### src/rtl/watch_pkg.sv
// Shared types, limits and BCD helper for the watch time counter.
package watch_pkg;

   typedef enum logic [1:0] {
      RUN      = 2'd0,
      SET_HOUR = 2'd1,
      SET_MIN  = 2'd2
   } mode_t;

   typedef logic [3:0] bcd_digit_t;
   typedef logic [7:0] bcd2_t;

   localparam int SEC_MAX  = 59;
   localparam int MIN_MAX  = 59;
   localparam int HOUR_MAX = 23;

   // Converts a 0-99 integer into a {tens, ones} BCD pair.
   function automatic bcd2_t to_bcd(input int value);
      bcd_digit_t tens;
      bcd_digit_t ones;
      tens = 4'(value / 10);
      ones = 4'(value % 10);
      return {tens, ones};
   endfunction

endpackage

### src/rtl/watch_time_counter_if.sv
// Button/tick inputs and BCD display outputs of the watch time counter.
interface watch_time_counter_if;
   logic       seconds_pulse_i;
   logic       mode_i;
   logic       inc_i;
   logic [7:0] hours_bcd_o;
   logic [7:0] minutes_bcd_o;
   logic [7:0] seconds_bcd_o;
   logic [1:0] mode_o;
   logic       blink_o;
   logic       day_pulse_o;

   modport master (
      output seconds_pulse_i, mode_i, inc_i,
      input  hours_bcd_o, minutes_bcd_o, seconds_bcd_o, mode_o, blink_o, day_pulse_o
   );

   modport slave (
      input  seconds_pulse_i, mode_i, inc_i,
      output hours_bcd_o, minutes_bcd_o, seconds_bcd_o, mode_o, blink_o, day_pulse_o
   );
endinterface

### src/rtl/bcd_mod_counter.sv
// Two-digit BCD counter wrapping at MAX; carry_o flags the wrapping increment.
module bcd_mod_counter
   import watch_pkg::*;
#(
   parameter int MAX = 59
) (
   input  logic  clk_100MHz_i,
   input  logic  reset_n_i,
   input  logic  en_i,
   input  logic  clr_i,
   input  bcd2_t rst_val_i,
   output bcd2_t value_o,
   output logic  carry_o
);

   localparam bcd2_t MAX_BCD = to_bcd(MAX);

   bcd2_t value_reg;
   bcd2_t value_next;

   // Next value: clear wins, otherwise BCD increment with whole-field wrap.
   always_comb begin
      value_next = value_reg;
      if (clr_i) begin
         value_next = '0;
      end else if (en_i) begin
         if (value_reg == MAX_BCD) begin
            value_next = '0;
         end else if (value_reg[3:0] == 4'd9) begin
            value_next = {value_reg[7:4] + 4'd1, 4'd0};
         end else begin
            value_next = {value_reg[7:4], value_reg[3:0] + 4'd1};
         end
      end
   end

   // Field register, loaded with the reset value asynchronously.
   always_ff @(posedge clk_100MHz_i or negedge reset_n_i) begin
      if (!reset_n_i) begin
         value_reg <= rst_val_i;
      end else begin
         value_reg <= value_next;
      end
   end

   assign value_o = value_reg;
   assign carry_o = en_i && !clr_i && (value_reg == MAX_BCD);

endmodule

### src/rtl/watch_time_counter.sv
// Wall-clock BCD time keeper with RUN / SET_HOUR / SET_MIN mode control.
module watch_time_counter
   import watch_pkg::*;
#(
   parameter int RESET_HOURS   = 12,
   parameter int RESET_MINUTES = 0
) (
   input logic                 clk_100MHz_i,
   input logic                 reset_n_i,
   watch_time_counter_if.slave bus
);

   // Field index 0 = seconds, 1 = minutes, 2 = hours.
   bcd2_t      field_value [3];
   bcd2_t      field_reset [3];
   logic [2:0] field_en;
   logic [2:0] field_clr;
   logic [2:0] field_carry;

   mode_t mode_reg;
   mode_t mode_next;
   logic  blink_reg;
   logic  blink_next;
   logic  day_pulse_reg;
   logic  day_pulse_next;

   logic in_run;
   logic inc_ok;

   assign field_reset[0] = '0;
   assign field_reset[1] = to_bcd(RESET_MINUTES);
   assign field_reset[2] = to_bcd(RESET_HOURS);

   generate
      for (genvar gi = 0; gi < 3; gi++) begin : g_field
         bcd_mod_counter #(
            .MAX((gi == 2) ? HOUR_MAX : ((gi == 1) ? MIN_MAX : SEC_MAX))
         ) u_cnt (
            .clk_100MHz_i (clk_100MHz_i),
            .reset_n_i    (reset_n_i),
            .en_i         (field_en[gi]),
            .clr_i        (field_clr[gi]),
            .rst_val_i    (field_reset[gi]),
            .value_o      (field_value[gi]),
            .carry_o      (field_carry[gi])
         );
      end
   endgenerate

   // Mode sequencing, field enables/clears, blink phase and day pulse.
   always_comb begin
      mode_next      = mode_reg;
      blink_next     = 1'b0;
      day_pulse_next = 1'b0;
      field_clr      = 3'b000;
      in_run         = (mode_reg == RUN);
      // A mode change in the same cycle always drops the increment request.
      inc_ok         = bus.inc_i && !bus.mode_i;

      case (mode_reg)
         RUN:      if (bus.mode_i) mode_next = SET_HOUR;
         SET_HOUR: if (bus.mode_i) mode_next = SET_MIN;
         SET_MIN:  if (bus.mode_i) mode_next = RUN;
         default:  mode_next = RUN;
      endcase

      // Seconds only advance in RUN, and a simultaneous mode change drops the tick.
      field_en[0] = in_run && bus.seconds_pulse_i && !bus.mode_i;
      field_en[1] = in_run ? field_carry[0] : ((mode_reg == SET_MIN) && inc_ok);
      field_en[2] = in_run ? field_carry[1] : ((mode_reg == SET_HOUR) && inc_ok);

      // Entering SET_HOUR zeroes seconds, so RUN later resumes from 00.
      field_clr[0] = in_run && bus.mode_i;

      if (!bus.mode_i && ((mode_reg == SET_HOUR) || (mode_reg == SET_MIN))) begin
         blink_next = bus.seconds_pulse_i ? !blink_reg : blink_reg;
      end

      // Only a carry out of hours in RUN is a genuine day rollover.
      day_pulse_next = in_run && field_carry[2];
   end

   // Mode, blink and day-pulse registers.
   always_ff @(posedge clk_100MHz_i or negedge reset_n_i) begin
      if (!reset_n_i) begin
         mode_reg      <= RUN;
         blink_reg     <= 1'b0;
         day_pulse_reg <= 1'b0;
      end else begin
         mode_reg      <= mode_next;
         blink_reg     <= blink_next;
         day_pulse_reg <= day_pulse_next;
      end
   end

   assign bus.seconds_bcd_o = field_value[0];
   assign bus.minutes_bcd_o = field_value[1];
   assign bus.hours_bcd_o   = field_value[2];
   assign bus.mode_o        = mode_reg;
   assign bus.blink_o       = blink_reg;
   assign bus.day_pulse_o   = day_pulse_reg;

endmodule

### src/flat_wrapper.sv
// flat-port wrapper written by rule: the top's interface ports become plain ports
module watch_time_counter_flat import watch_pkg::*;
#(
   parameter int RESET_HOURS   = 12,
   parameter int RESET_MINUTES = 0
)
  (clk_100MHz_i, reset_n_i, bus_seconds_pulse_i, bus_mode_i, bus_inc_i, bus_hours_bcd_o, bus_minutes_bcd_o, bus_seconds_bcd_o, bus_mode_o, bus_blink_o, bus_day_pulse_o);
  watch_time_counter_if bus_i ();
  input logic clk_100MHz_i;
  input logic reset_n_i;
  input wire logic [$bits(bus_i.seconds_pulse_i)-1:0] bus_seconds_pulse_i;
  input wire logic [$bits(bus_i.mode_i)-1:0] bus_mode_i;
  input wire logic [$bits(bus_i.inc_i)-1:0] bus_inc_i;
  output wire logic [$bits(bus_i.hours_bcd_o)-1:0] bus_hours_bcd_o;
  output wire logic [$bits(bus_i.minutes_bcd_o)-1:0] bus_minutes_bcd_o;
  output wire logic [$bits(bus_i.seconds_bcd_o)-1:0] bus_seconds_bcd_o;
  output wire logic [$bits(bus_i.mode_o)-1:0] bus_mode_o;
  output wire logic [$bits(bus_i.blink_o)-1:0] bus_blink_o;
  output wire logic [$bits(bus_i.day_pulse_o)-1:0] bus_day_pulse_o;
  assign bus_i.seconds_pulse_i = bus_seconds_pulse_i;
  assign bus_i.mode_i = bus_mode_i;
  assign bus_i.inc_i = bus_inc_i;
  assign bus_hours_bcd_o = bus_i.hours_bcd_o;
  assign bus_minutes_bcd_o = bus_i.minutes_bcd_o;
  assign bus_seconds_bcd_o = bus_i.seconds_bcd_o;
  assign bus_mode_o = bus_i.mode_o;
  assign bus_blink_o = bus_i.blink_o;
  assign bus_day_pulse_o = bus_i.day_pulse_o;
  watch_time_counter #(.RESET_HOURS(RESET_HOURS), .RESET_MINUTES(RESET_MINUTES)) u_core (.clk_100MHz_i(clk_100MHz_i), .reset_n_i(reset_n_i), .bus(bus_i));
endmodule
### config.mk
export PLATFORM = sky130hd
export DESIGN_NAME = watch_time_counter_flat
export DESIGN_NICKNAME = d
export VERILOG_FILES = /design/src/rtl/watch_pkg.sv /design/src/rtl/watch_time_counter_if.sv /design/src/rtl/bcd_mod_counter.sv /design/src/rtl/watch_time_counter.sv /design/src/flat_wrapper.sv
export SDC_FILE = /design/constraint.sdc
export NUM_CORES = 1
export LEC_CHECK = 0
export CELL_PAD_IN_SITES_DETAIL_PLACEMENT = 0
export CELL_PAD_IN_SITES_GLOBAL_PLACEMENT = 2
export CORE_MARGIN = 2
export CORE_UTILIZATION = 32
export DETAILED_ROUTE_END_ITERATION = 7
export GPL_TIMING_DRIVEN = 0
export PLACE_DENSITY_LB_ADDON = 0.1
export SETUP_SLACK_MARGIN = 0.05
export SLEW_MARGIN = 20
export SYNTH_ARGS = -nofsm -noshare
export SYNTH_HDL_FRONTEND = slang
export SYNTH_SLANG_ARGS = --single-unit
### constraint.sdc
create_clock -name clk_100MHz_i -period 1.9 [get_ports clk_100MHz_i]
set_input_delay 0.19 -clock clk_100MHz_i [delete_from_list [all_inputs] [get_ports clk_100MHz_i]]
set_output_delay 0.19 -clock clk_100MHz_i [all_outputs]
set_load 0.02 [all_outputs]
==> results.txt, run 1 <==
----------------------------------------------------
[Setup path]
  Critical path class ... reg2reg
  Setup slack of the most critical reg-to-reg path ... about 0.12 ns
  Maximum fanout along the worst path ... 10
  Critical-path top delay cell ... sky130_fd_sc_hd__dfrtp_2
  Critical path buffer and inverter count ... 1
  CP endpoint ... u_core.g_field[2].u_cnt.value_o[0]$_DFFE_PN0P_
  Worst path arrival time ... around 2 ns
  Worst flop-to-flop path endpoint ... u_core.g_field[2].u_cnt.value_o[0]$_DFFE_PN0P_
  Worst setup SP type ... register
  Worst EP required ... around 2.1 ns
  Stage delay of the slowest cell on the critical path ... between 0.4 and 0.5 ns
  Critical path depth ... 7
  Crit path capture type ... register
  R2R cell count ... 7
  Crit. Startpoint ... u_core.g_field[1].u_cnt.value_o[0]$_DFFE_PN0P_
  Launch point of the worst reg-to-reg path ... u_core.g_field[1].u_cnt.value_o[0]$_DFFE_PN0P_
  CP Cell Sequence ... ha_1 -> and3b_2 -> and3_4 -> a21oi_2 -> buf_6 -> nor3_1 -> a21o_1
  Top Family by Delay on Critical Path ... simple AND/OR/NAND/NOR gates

[Route]
  Remaining antenna violation count after routing ... 0
  Overall via count from detail_route ... ~1,400
  Avg Vias per Cell ... between 4 and 5
  Drt pass-1 iters ... 4
  Average wire per cell in the routed design ... 13.0 um
  Overall routed net length ... between 3000 and 4000 um
  Initial detailed-routing violation count ... 48
  Post-route DRC violation count ... 0

[Die]
  Die outline area ... approximately 0.0061 mm^2
  Placeable core area ... ~0.0052 mm^2
  Number of cell rows ... 26
  Boundary pin count ... 33
  Starting Density ... 0.336
  Die height ... ~80 um
  Overall die width ... approximately 78 um

[Synthesis]
  Primary flip-flop cell chosen by synthesis mapping ... sky130_fd_sc_hd__dfrtp_1
  Nets in the synthesized netlist ... between 150 and 200
  Post-synthesis cell type count ... 44
  Number of enable flip-flop cells after synthesis ... 0
  Mapped Cells ... about 170
  Warnings, synthesis ... 0
  Number of storage elements in the synthesis netlist ... 28
  Sequential cell area fraction in the yosys report ... 0.402
  Netlist Area Pre-Place ... about 0.0018 mm^2
  Mean post-synth cell area ... a little over 10 um^2
  Post-synth ARST share ... 1.00

[Outcome]
  Status ... finished clean

[Clock tree]
  Latest clock arrival within the worst-skew pair ... 0.27 ns
  CTS Sinks ... 28
  Clock H-tree levels ... 1
  Clk buf depth ... 2
  Clk slew on worst S/H paths ... 0.09 ns
  TritonCTS clock tree ... yes
  Root Buffer ... sky130_fd_sc_hd__clkbuf_8
  Number of buffers added by the clock tree synthesis step ... 3

[STA]
  Final Max Tran Viols ... 0
  FMAX ... ~560 MHz
  Tmin final ... 1.78 ns
  RSZ-0062 raised after global routing ... yes
  Slew HR ... 0.567
  Clock Skew ... 0.00146 ns
  Number of endpoints with negative hold slack in the final report ... 0
  Final setup violation count ... 0
  Slew at the pin closest to its max-slew limit ... ~0.65 ns
  Final cycle utilization of the critical path ... 0.934

[GRT]
  Wire length of the first global-routing pass ... approximately 6500 um
  Antenna violations before repair ... 0
  Overall fraction of global-route tracks in use ... 0.132
  Residual overflow from global routing ... 0
  Largest net degree at the start of global routing ... 29
  Number of global-route vias before repair ... around 1,400

[Job]
  Number of max-cap violations ... 0

[Power]
  Switching part of the total power ... 0.368
  Worst ir drop on vdd ... between 600 and 700 uV
  Sequential power share ... 0.390
  Cell Int Power ... ~1400 uW
  Leakage power total ... roughly 0.0011 uW
  Sw power ... 806 uW
  Cell Pwr Density ... between 900 and 1000 mW/mm^2
  Share of total power in the clock network ... 0.150
  Part of the total power dissipated in combinational logic ... 0.459

[Cells and area]
  Share of final-layout standard cells stronger than drive strength 1 ... 0.258
  Total of fill cells in the finished design ... 503
  Count of inserted antenna diode cells ... 0
  Layout overhead on the synthesized area ... 37.8%
  Post-layout nets ... roughly 250
  Final core area utilization ... 0.463
  Finished Layout Cells ... between 200 and 300

[Placed design]
  Count of port buffers added during placement ... 32
  Post-Place Cells ... ~270
  Final HPWL DP ... 2770 um
  Placer congestion estimate ... 0.726

[Worst hold path]
  Min-Delay Path Class ... in2async

----------------------------------------------------
power groups by stage:
stage / combinational [uW] / sequential [uW] / clock [uW]
5_1_grt: 1110 / 877 / 382
4_1_cts: 854 / 852 / 354
3_3_place_gp: 803 / 845 / 0
6_report: 1010 / 854 / 329
3_5_place_dp: 813 / 856 / 0
2_1_floorplan: 377 / 953 / 0
placed cells by master (no fill, tap or decap), types with 2 or more instances in the layout:
| cell type | count |
|---|---|
| sky130_fd_sc_hd__nor3_1 | 6 |
| sky130_fd_sc_hd__a21o_1 | 2 |
| sky130_fd_sc_hd__nand3b_4 | 2 |
| sky130_fd_sc_hd__nand3_1 | 7 |
| sky130_fd_sc_hd__dfstp_2 | 2 |
| sky130_fd_sc_hd__or3_1 | 2 |
| sky130_fd_sc_hd__ha_1 | 12 |
| sky130_fd_sc_hd__clkbuf_8 | 3 |
| sky130_fd_sc_hd__a21oi_1 | 3 |
| sky130_fd_sc_hd__o31ai_1 | 4 |
| sky130_fd_sc_hd__xor2_1 | 2 |
| sky130_fd_sc_hd__nand2b_1 | 6 |
| sky130_fd_sc_hd__and3b_2 | 3 |
| sky130_fd_sc_hd__dfrtp_2 | 5 |
| sky130_fd_sc_hd__and3b_1 | 2 |
| sky130_fd_sc_hd__o21ai_1 | 7 |
| sky130_fd_sc_hd__inv_1 | 10 |
| sky130_fd_sc_hd__inv_4 | 2 |
| sky130_fd_sc_hd__and2_1 | 2 |
| sky130_fd_sc_hd__ha_2 | 4 |
| sky130_fd_sc_hd__nand2_1 | 15 |
| sky130_fd_sc_hd__o21ai_0 | 14 |
| sky130_fd_sc_hd__mux2_2 | 2 |
| sky130_fd_sc_hd__or3_2 | 2 |
| sky130_fd_sc_hd__clkdlybuf4s50_1 | 31 |
| sky130_fd_sc_hd__buf_4 | 17 |
| sky130_fd_sc_hd__nand3b_1 | 3 |
| sky130_fd_sc_hd__dfrtp_1 | 21 |
| sky130_fd_sc_hd__buf_6 | 2 |
| sky130_fd_sc_hd__nor2_1 | 4 |
| sky130_fd_sc_hd__or4_1 | 2 |
worst min path at each step:
stage,startpoint,endpoint,cells past startpoint
detailed placement,reset_n_i,u_core.g_field[1].u_cnt.value_o[7]$_DFFE_PN0P_,1
global route,reset_n_i,u_core.g_field[1].u_cnt.value_o[6]$_DFFE_PN0P_,2
CTS,reset_n_i,u_core.g_field[1].u_cnt.value_o[7]$_DFFE_PN0P_,2
global placement,u_core.g_field[2].u_cnt.value_o[1]$_DFFE_PN1P_,u_core.g_field[2].u_cnt.value_o[1]$_DFFE_PN1P_,2
floorplan,reset_n_i,u_core.bus.blink_o$_DFFE_PN0P_,0
finish,reset_n_i,u_core.g_field[1].u_cnt.value_o[6]$_DFFE_PN0P_,2
cell usage after synthesis, types with 3 or more instances:
library cell	n	share of area
sky130_fd_sc_hd__a21oi_1	3	0.0086
sky130_fd_sc_hd__and3b_1	3	0.015
sky130_fd_sc_hd__dfrtp_1	26	0.37
sky130_fd_sc_hd__ha_1	17	0.12
sky130_fd_sc_hd__inv_1	12	0.026
sky130_fd_sc_hd__nand2_1	15	0.032
sky130_fd_sc_hd__nand2b_1	7	0.025
sky130_fd_sc_hd__nand3_1	7	0.020
sky130_fd_sc_hd__nand3b_1	3	0.013
sky130_fd_sc_hd__nor2_1	4	0.0086
sky130_fd_sc_hd__nor3_1	6	0.017
sky130_fd_sc_hd__o21ai_0	17	0.049
sky130_fd_sc_hd__o21ai_1	4	0.011
sky130_fd_sc_hd__o31ai_1	4	0.017
sequential cells by signal, summed over array words and instances (netlist names):
name	count
u_core.bus.blink_o	1
u_core.bus.mode_o	2
u_core.g_field.u_cnt.value_o	24
u_core.bus.day_pulse_o	1
per-stage QoR:
| stage | setup slack [ns] | instance area, um^2 | total power (uW) | TNS, ns | hold WS (ns) |
|---|---|---|---|---|---|
| 5_1_grt | -0.00976 | 2410 | 2370 | -0.00976 | 0.529 |
| 4_1_cts | 0.0616 | 2230 | 2060 | 0 | 0.493 |
| 2_1_floorplan | 0.0518 | 1750 | 1330 | 0 | -0.106 |
| 3_5_place_dp | -0.179 | 2160 | 1670 | -0.636 | 0.268 |
| 3_3_place_gp | -0.0961 | 2160 | 1650 | -0.307 | 0.489 |
| 6_report | 0.125 | 2410 | 2190 | 0 | 0.467 |
worst reg2reg max path: stages, from the launching register on:
cell and delay, ns:
sky130_fd_sc_hd__dfrtp_2 0.46, sky130_fd_sc_hd__ha_1 0.23, sky130_fd_sc_hd__and3b_2 0.27, sky130_fd_sc_hd__and3_4 0.20
sky130_fd_sc_hd__a21oi_2 0.17, sky130_fd_sc_hd__buf_6 0.16, sky130_fd_sc_hd__nor3_1 0.06, sky130_fd_sc_hd__a21o_1 0.15
what timing repair did:
action                                  CTS  global route
endpoints found under the hold margin    26             0
hold buffers                              1             0
pin swaps                                 0             7
setup buffers                             0            17
endpoints found under the setup margin   18            11
cloned                                    0             0
resized for setup                         6            17
layer usage:
| layer | global-route usage | part of all wire |
|---|---|---|
| met5 | 0 | 0 |
| met4 | 0.0456 | 0.010 |
| met3 | 0.0151 | 0.028 |
| met2 | 0.216 | 0.46 |
| met1 | 0.180 | 0.50 |
kinds of logic (layout without fill, tap and decap cells):
logic type,count (synthesis),after routing,synth area share
compound gates,41,41,0.162
xor+xnor,3,3,0.0150
fa+ha+maj,17,17,0.122
buf+inv,14,68,0.0386
flops,28,28,0.402
mux,3,3,0.0186
simple gates,65,65,0.242
area by class of cell:
class | count | area, um^2 | area share
Timing Repair Buffer | 50 | 453 | 0.188
Buffer | 2 | 22.5 | 0.00934
Tap cell | 70 | 87.6 | 0.0363
Clock buffer | 4 | 45.0 | 0.0187
Inverter | 12 | 50.0 | 0.0207
Multi-Input combinational cell | 129 | 1040 | 0.433
Sequential cell | 28 | 709 | 0.294
Power figures use the tool's default switching activity.
==> run 2: changes to the inputs <==
CAP_MARGIN = 10   (was not set)
CORE_ASPECT_RATIO = 0.75   (was not set)
==> results.txt, run 2 (same netlist as run 1, synthesis figures left out) <==
----------------------------------------------------
[STA]
  Slew at the pin closest to its max-slew limit ... 0.662 ns (+0.0118 ns)
  Clock Skew ... 0.00199 ns (+0.000522 ns)
  Slew HR ... 0.559 (-0.00785)
  Final setup violation count ... 0 (unchanged)
  Number of endpoints with negative hold slack in the final report ... 0 (unchanged)
  Final Max Tran Viols ... 0 (unchanged)
  RSZ-0062 raised after global routing ... yes
  Final cycle utilization of the critical path ... 0.937 (+0.00269)
  Tmin final ... 1.78 ns (+0.00512 ns)
  FMAX ... 562 MHz (-0.29%)
  Post-layout worst setup margin ... 0.119 ns (-0.00512 ns)

[GRT]
  Number of global-route vias before repair ... 1,363 (-3.9%)
  Overall fraction of global-route tracks in use ... 0.134 (+0.00179)
  Antenna violations before repair ... 0 (unchanged)
  Met3 Track Usage GR ... 0.0350 (+0.0199)
  Wire length of the first global-routing pass ... 6240 um (-4.5%)
  Most utilized layer in the global route result ... met2
  Largest net degree at the start of global routing ... 29 (unchanged)
  Met2 layer usage reported by global route ... 0.207 (-0.00897)
  Met1 track demand over resource in global routing ... 0.189 (+0.00835)
  Residual overflow from global routing ... 0 (unchanged)

[Setup path]
  Top Family by Delay on Critical Path ... compound AO/OA/AOI/OAI gates
  Stage delay of the slowest cell on the critical path ... 0.60 ns (+0.14 ns)
  Crit path capture type ... register
  Worst path arrival time ... 1.96 ns (about the same)
  CP Cell Sequence ... ha_4 -> nand2b_1 -> o41ai_4 -> o211ai_2 -> a22o_1
  Worst setup SP type ... register
  Worst EP required ... 2.07 ns (about the same)
  Critical path class ... reg2reg
  Maximum fanout along the worst path ... 5 (-5)
  Critical-path top delay cell ... sky130_fd_sc_hd__dfstp_2
  Critical path buffer and inverter count ... 0 (-1)

[Placed design]
  Worst Setup Slack post-DPL ... -0.116 ns (+0.0628 ns)
  Placer congestion estimate ... 0.783 (+7.8%)
  Count of port buffers added during placement ... 32 (unchanged)
  Placed instance area ... 0.00216 mm^2 (+0.29%)
  Post-Place Cells ... 278 (+1.8%)
  Final HPWL DP ... 2840 um (+2.6%)

[Cells and area]
  Layout overhead on the synthesized area ... 38.2%
  Finished Layout Cells ... 301 (+2.0%)
  Share of final-layout standard cells stronger than drive strength 1 ... 0.252 (-0.00557)
  Commonest non-fill, non-tap cells in the layout ... 31 x sky130_fd_sc_hd__clkdlybuf4s50_1, 21 x sky130_fd_sc_hd__dfrtp_1, 17 x sky130_fd_sc_hd__buf_4
  Max reg flops ... 24 (unchanged)
  Post-layout nets ... 249 (+0.40%)
  Post-route cell area ... 0.00242 mm^2 (+0.26%)
  Final core area utilization ... 0.454 (-0.00917)
  Most common library cell in the layout ignoring fill and taps ... sky130_fd_sc_hd__clkdlybuf4s50_1
  Count of inserted antenna diode cells ... 0 (unchanged)

[Clock tree]
  TritonCTS clock tree ... yes
  Clk slew on worst S/H paths ... 0.10 ns (about the same)
  Clock H-tree levels ... 1 (unchanged)
  Latest clock arrival within the worst-skew pair ... 0.27 ns (about the same)
  CTS Sinks ... 28 (unchanged)
  Root Buffer ... sky130_fd_sc_hd__clkbuf_8
  Clk buf depth ... 2 (unchanged)
  Number of buffers added by the clock tree synthesis step ... 3 (unchanged)

[Route]
  Post-route DRC violation count ... 0 (unchanged)
  Average wire per cell in the routed design ... 13.3 um (+2.6%)
  Overall routed net length ... 4020 um (+4.7%)
  Overall via count from detail_route ... 1,440 (+0.70%)
  Remaining antenna violation count after routing ... 0 (unchanged)
  Drt pass-1 iters ... 4 (unchanged)
  Avg Vias per Cell ... 4.78 (-1.3%)
  Initial detailed-routing violation count ... 45 (-6.3%)

[Worst hold path]
  Min-Delay Path Class ... in2async

[Die]
  Overall die width ... 89.4 um (+15%)
  Placeable core area ... 0.00532 mm^2 (+2.3%)
  Starting Density ... 0.329 (-0.00751)
  Number of cell rows ... 23 (-12%)
  Boundary pin count ... 33 (unchanged)
  Die height ... 68.1 um (-13%)
  Die outline area ... 0.00608 mm^2 (about the same)

[Power]
  Worst ir drop on vdd ... 494 uV (-19%)
  Leakage power total ... 0.00107 uW (+1.4%)
  Cell Pwr Density ... 901 mW/mm^2 (-0.66%)
  Design Power ... 2180 uW (-0.40%)

[Outcome]
  Status ... finished clean

[Job]
  Number of max-cap violations ... 0 (unchanged)

----------------------------------------------------
==> run 2: routing by layer <==
| layer | up-vias | wire, um |
|---|---|---|
| li1 | 733 | - |
| met1 | 675 | 2090 |
| met2 | 26 | 1710 |
| met3 | 6 | 176 |
| met4 | 0 | 47 |
| met5 | - | 0 |
==> run 2: layout make-up <==
class	instances	area, um^2
clock buffer	4	45.0
multi-input combinational	129	1040
inverter	12	47.5
timing repair buffer	51	458
buffer	2	22.5
fill	529	2910
tap	75	93.8
sequential	28	709
==> run 2: timing repair <==
item	4_1_cts	5_1_grt
resized for setup	7	13
pin swaps	1	4
setup endpoints to repair	14	11
endpoints found under the hold margin	26	0
gates cloned	0	1
setup buffers	2	15
hold buffers	1	0
==> run 2: through the flow <==
step / setup TNS, ns / hold slack (ns)
floorplan: 0 / -0.106
global placement: -0.302 / 0.491
detailed placement: -0.453 / 0.271
CTS: 0 / 0.508
global route: 0 / 0.547
finish: 0 / 0.480
==> run 2: path summary, 6_finish.rpt <==
path | start | endpoint | slack (ns) | cells past startpoint
setup / recovery | u_core.g_field[2].u_cnt.value_o[1]$_DFFE_PN1P_ | u_core.g_field[2].u_cnt.value_o[7]$_DFFE_PN0P_ | 0.12 | 5
hold / removal | reset_n_i | u_core.g_field[1].u_cnt.value_o[6]$_DFFE_PN0P_ | 0.48 | 2
setup reg to reg | u_core.g_field[2].u_cnt.value_o[1]$_DFFE_PN1P_ | u_core.g_field[2].u_cnt.value_o[7]$_DFFE_PN0P_ | 0.12 | 5
hold reg to reg | u_core.g_field[2].u_cnt.value_o[1]$_DFFE_PN1P_ | u_core.g_field[2].u_cnt.value_o[1]$_DFFE_PN1P_ | 0.52 | 2
max in group asynchronous | reset_n_i | u_core.bus.mode_o[1]$_DFFE_PN0P_ | 0.95 | 2
min in group clk_100MHz_i | u_core.g_field[2].u_cnt.value_o[1]$_DFFE_PN1P_ | u_core.g_field[2].u_cnt.value_o[1]$_DFFE_PN1P_ | 0.52 | 2
==> run 2: power breakdown <==
part | switching, uW | leakage (uW) | internal, uW | total (uW)
Combinational | 478 | 0.000684 | 487 | 964
Sequential | 160 | 0.000363 | 710 | 870
Clock | 195 | 0.0000228 | 151 | 345
==> run 2: worst reg2reg max path, delay by kind of cell (launching register included) <==
kind | cells | cell delay [ns]
DFF | 1 | 0.60
AOI/OAI and AO/OA | 3 | 0.84
adders and majority gates | 1 | 0.15
and+or+nand+nor | 1 | 0.09
